[src/rtl/xor_pack_pkg.sv]
// Shared types and helpers for the XOR stream packer.
// Holds the FSM state type, the count-width helper and the legal width range.

package xor_pack_pkg;

    typedef enum logic {
        FILL = 1'b0,
        HOLD = 1'b1
    } xor_pack_state_e;

    localparam int MIN_WIDTH = 2;
    localparam int MAX_WIDTH = 64;

    function automatic int cnt_width(int w);
        return $clog2(w + 1);
    endfunction

endpackage

[src/rtl/xor_stream_packer.sv]
// Packs the 1-bit registered XOR stream into WIDTH-bit words on a valid/ready sink interface.
// Optional feature macro XOR_PACK_PARITY_EN adds a registered word_parity output.

module xor_stream_packer
    import xor_pack_pkg::*;
#(
    parameter int WIDTH     = 8,
    parameter bit MSB_FIRST = 1'b0
) (
    input  logic                         clk,
    input  logic                         reset_n,
    input  logic                         bit_in,
    input  logic                         bit_valid,
    output logic                         bit_ready,
    input  logic                         flush,
    output logic [WIDTH-1:0]             word_out,
    output logic [cnt_width(WIDTH)-1:0]  word_count,
    output logic                         word_valid,
    input  logic                         word_ready
`ifdef XOR_PACK_PARITY_EN
    ,
    output logic                         word_parity
`endif
);

    localparam int              CW       = cnt_width(WIDTH);
    localparam logic [CW-1:0]   FULL_CNT = CW'(WIDTH);
    localparam logic [WIDTH-1:0] LOW_BIT = {{(WIDTH-1){1'b0}}, 1'b1};
    localparam logic [WIDTH-1:0] TOP_BIT = {1'b1, {(WIDTH-1){1'b0}}};

    if (WIDTH < MIN_WIDTH || WIDTH > MAX_WIDTH) begin : g_width_check
        $error("xor_stream_packer: WIDTH out of range");
    end

    xor_pack_state_e  state;
    xor_pack_state_e  state_next;
    logic [WIDTH-1:0] shift_reg;
    logic [CW-1:0]    cnt;
    logic             flush_pend;

    logic             accept;
    logic             handoff;
    logic             emit;
    logic             flush_req;
    logic [WIDTH-1:0] bit_mask;
    logic [WIDTH-1:0] shift_fill;
    logic [CW-1:0]    cnt_fill;

    assign word_valid = (state == HOLD);

    // The output register is free whenever it is empty or being handed off this
    // cycle, which is exactly when a new bit may enter; so bit_ready doubles as
    // the "may load a word" condition. shift_fill/cnt_fill already include the
    // bit accepted this cycle, so a flush or completion sees it.
    always_comb begin
        bit_ready  = (state == FILL) || word_ready;
        accept     = bit_valid && bit_ready;
        handoff    = (state == HOLD) && word_ready;
        bit_mask   = MSB_FIRST ? (TOP_BIT >> cnt) : (LOW_BIT << cnt);
        shift_fill = (accept && bit_in) ? (shift_reg | bit_mask) : shift_reg;
        cnt_fill   = cnt + CW'(accept);
        flush_req  = flush || flush_pend;
        emit       = bit_ready &&
                     ((cnt_fill == FULL_CNT) || (flush_req && (cnt_fill != '0)));
        state_next = state;
        if (emit) begin
            state_next = HOLD;
        end else if (handoff) begin
            state_next = FILL;
        end
    end

    // A flush that arrives while a word is stuck in HOLD is parked in flush_pend
    // and resolved on the first cycle the output register frees up.
    always_ff @(posedge clk or negedge reset_n) begin
        if (!reset_n) begin
            state       <= FILL;
            shift_reg   <= '0;
            cnt         <= '0;
            flush_pend  <= 1'b0;
            word_out    <= '0;
            word_count  <= '0;
`ifdef XOR_PACK_PARITY_EN
            word_parity <= 1'b0;
`endif
        end else begin
            state <= state_next;
            if (emit) begin
                word_out    <= shift_fill;
                word_count  <= cnt_fill;
`ifdef XOR_PACK_PARITY_EN
                word_parity <= ^shift_fill;
`endif
                shift_reg   <= '0;
                cnt         <= '0;
            end else begin
                shift_reg   <= shift_fill;
                cnt         <= cnt_fill;
            end
            if (bit_ready) begin
                flush_pend <= 1'b0;
            end else if (flush) begin
                flush_pend <= 1'b1;
            end
        end
    end

endmodule
[config.mk]
export PLATFORM = sky130hd
export DESIGN_NAME = xor_stream_packer
export DESIGN_NICKNAME = d
export VERILOG_FILES = /design/src/rtl/xor_pack_pkg.sv /design/src/rtl/xor_stream_packer.sv
export SDC_FILE = /design/constraint.sdc
export NUM_CORES = 1
export LEC_CHECK = 0
export ABC_AREA = 1
export CAP_MARGIN = 0
export CORE_ASPECT_RATIO = 1.4
export CORE_MARGIN = 5
export CORE_UTILIZATION = 46
export CTS_CLUSTER_SIZE = 25
export DETAILED_ROUTE_END_ITERATION = 16
export GPL_TIMING_DRIVEN = 0
export PLACE_DENSITY_LB_ADDON = 0.25
export SLEW_MARGIN = 10
export SYNTH_ARGS = -nofsm -noshare
export SYNTH_HDL_FRONTEND = slang
export SYNTH_SLANG_ARGS = --single-unit
[constraint.sdc]
create_clock -name clk -period 2.3 [get_ports clk]
set_input_delay 0.46 -clock clk [delete_from_list [all_inputs] [get_ports clk]]
set_output_delay 0.46 -clock clk [all_outputs]
set_load 0.02 [all_outputs]
==> metrics.yaml <==
clock_tree:
  root_buffer: "clkbuf_4"
  h-tree-depth: 1
  holdBufCountCts: 0
  clk_latency_ns: 0.31
  cts_tree: "yes"
  numCtsBuffers: 3
  clkSinkCount: 26
  clk_path_buf_depth: 2
  clkSlewWorstSetupHoldPaths_ns: 0.13
setup_path:
  criticalPathCategory: "input port to flip-flop"
  crit_start: "word_ready"
  critPathMaxFanout: 7
  r2r_cells: 14
  reg2reg_from: "word_valid"
  worstSetupEndpointType: "flip-flop"
  reg2reg_to: "word_out[2]"
  cp-endpoint: "word_out[2]"
  start_kind: "input port"
  critPathRequiredTime_ns: 2.56
  critPathArrivalTime_ns: 2.46
  reg2reg_slack_ns: 0.31
drt:
  first_iter_violations: 38
  wl_mm: 2.69
  vias_per_cell: 4.92
  wire_per_inst_um: 13.4
  vias: 988
  drc: 0
  drt_first_pass_iters: 4
  ant_nets: 0
sta:
  worst_slack_ns: 0.0999
  tightest_slew_ns: 0.575
  slew_headroom: 0.617
  finalMaxSlewViolations: 0
  hold_viol_final: 0
  fin_crit_sh: 0.957
  tns_ns: 0
  rsz0062_at_grt: "no"
  setup_violations: 0
  fin_skew_ns: 0.00571
  fmax_mhz: 455
  min_period_ns: 2.20
global_routing:
  grt_overflow: 0
  busiest_layer: "met2"
  grt_max_degree: 27
  use_met3: 0.0274
  grt_usage: 0.163
  antenna_found_initial: 0
  grt_pass1_vias: 1045
  met1_usage: 0.203
  use_met2: 0.278
  grt_first_pass_wirelength_mm: 4.60
floorplanning:
  die_w_um: 53.6
  core_sq_um: 2590
  ios: 20
  start_util: 0.473
  fp.dieArea_sq_um: 3810
  rows: 22
  die_y_um: 71.1
logic_synthesis:
  synthesis.nets: 142
  syn_area_per_cell_sq_um: 9.14
  ys_seq_area_frac: 0.531
  synth_area_sq_um: 1220
  ys_types: 18
  syn_inst: 134
  yosys_warnings: 0
  synth_seq_cells: 26
power_and_ir_drop:
  powerDensity_nw_per_um2: 1200
  swShare: 0.397
  ir_drop_mv: 0.669
  clkPwrFrac: 0.094
  pwr-share-seq: 0.338
  p_leak_nw: 0.796
  switchingPower_w: 0.000785
  p_total_w: 0.00198
  combinationalPowerShare: 0.568
  internal_power_w: 0.00119
finish:
  final_cell_mix: "nand2_1 (37), dfrtp_1 (26), clkdlybuf4s50_1 (17)"
  drive_gt1_frac: 0.200
  layout_commonest_cell: "nand2_1"
  antenna_cells: 0
  num-nets-final: 175
  area_growth_pct: 34.0
placement:
  numPortBuffers: 19
  gp_congestion: 0.848
  pre_cts_ws_ns: -0.628
  dpl.hpwl_mm: 1.85
worst_hold_path:
  hold_class: "input port to asynchronous set/reset pin"
run:
  timing.max_cap.violations: 0
outcome:
  status: "complete, no violations"
[stage by stage]
step	instance area, sq um	cells	hold WS [ns]	utilization
6_report	1640	201	0.125	0.634
5_1_grt	1640	201	0.140	0.634
4_1_cts	1560	196	0.489	0.602
3_5_place_dp	1490	189	0.458	0.574
3_3_place_gp	1490	189	0.457	0.574
2_1_floorplan	1250	134	0.164	-
[layer usage]
metal,share of wire,vias to the layer above,wire (um)
met1,0.42,473,1130
met3,0.029,2,77
met2,0.55,17,1470
met4,0.0048,0,13
li1,-,496,-
met5,0,-,0
[final cells by class]
class	instances	area [sq um]
timing repair buffer	29	280
tap	36	45.0
buffer	5	57.6
clock buffer	3	22.5
inverter	10	37.5
multi-input combinational	92	548
sequential	26	651
fill	229	946
[worst min path at each step]
stage / slack [ns] / start / endpoint
after floorplan: 0.16 / reset_n / cnt[0]
after global placement: 0.46 / word_count[3] / word_count[3]
after detailed placement: 0.46 / word_out[5] / word_out[5]
after CTS: 0.49 / word_out[5] / word_out[5]
after global routing: 0.14 / reset_n / word_count[1]
final: 0.13 / reset_n / word_count[1]
[power by group through the flow]
stage	sequential, W	combinational [W]	clock, W
finish	0.000667	0.00112	0.000187
global route	0.000688	0.00122	0.000219
CTS	0.000666	0.000976	0.000196
detailed placement	0.000671	0.000899	0
global placement	0.000666	0.000892	0
floorplan	0.000751	0.000516	0
[critical path, stage by stage]
cell             delay (ns)
clkdlybuf4s50_1        0.40
inv_1                  0.06
nand2_2                0.05
buf_6                  0.13
buf_8                  0.11
and2_4                 0.13
ha_4                   0.17
ha_4                   0.22
nor2_4                 0.08
inv_1                  0.05
nor2_2                 0.09
nand2_2                0.09
nand2_8                0.13
buf_6                  0.13
nand3_1                0.06
nand2_1                0.08
[synthesized netlist by cell type]
library cell | instances | area (sq um)
nand4_1 | 1 | 6.26
inv_1 | 9 | 33.8
nand2_4 | 2 | 22.5
inv_2 | 1 | 3.75
nor2_1 | 6 | 22.5
nand3_1 | 15 | 75.1
nand2_1 | 40 | 150
o21bai_1 | 8 | 60.1
ha_1 | 2 | 25.0
a21oi_1 | 1 | 5.00
a21boi_1 | 7 | 52.6
dfrtp_1 | 26 | 651
nand2_2 | 3 | 18.8
buf_6 | 3 | 33.8
nor2_2 | 1 | 6.26
and2_1 | 1 | 6.26
buf_2 | 3 | 15.0
a21boi_0 | 5 | 37.5
[logic make-up (layout without fill, tap and decap cells)]
logic type,after synthesis,in the layout,share of synthesized area
compound gates,21,21,0.127
fa+ha+maj,2,2,0.0204
buf+inv,16,47,0.0705
flops,26,26,0.531
simple gates,69,69,0.251
[timing repair]
action	4_1_cts	5_1_grt
pin swaps	1	7
endpoints found under the setup margin	26	23
gates resized for setup	6	9
setup buffers	5	3
cloned	0	2
Note: power is estimated with default switching activity, not from simulation.
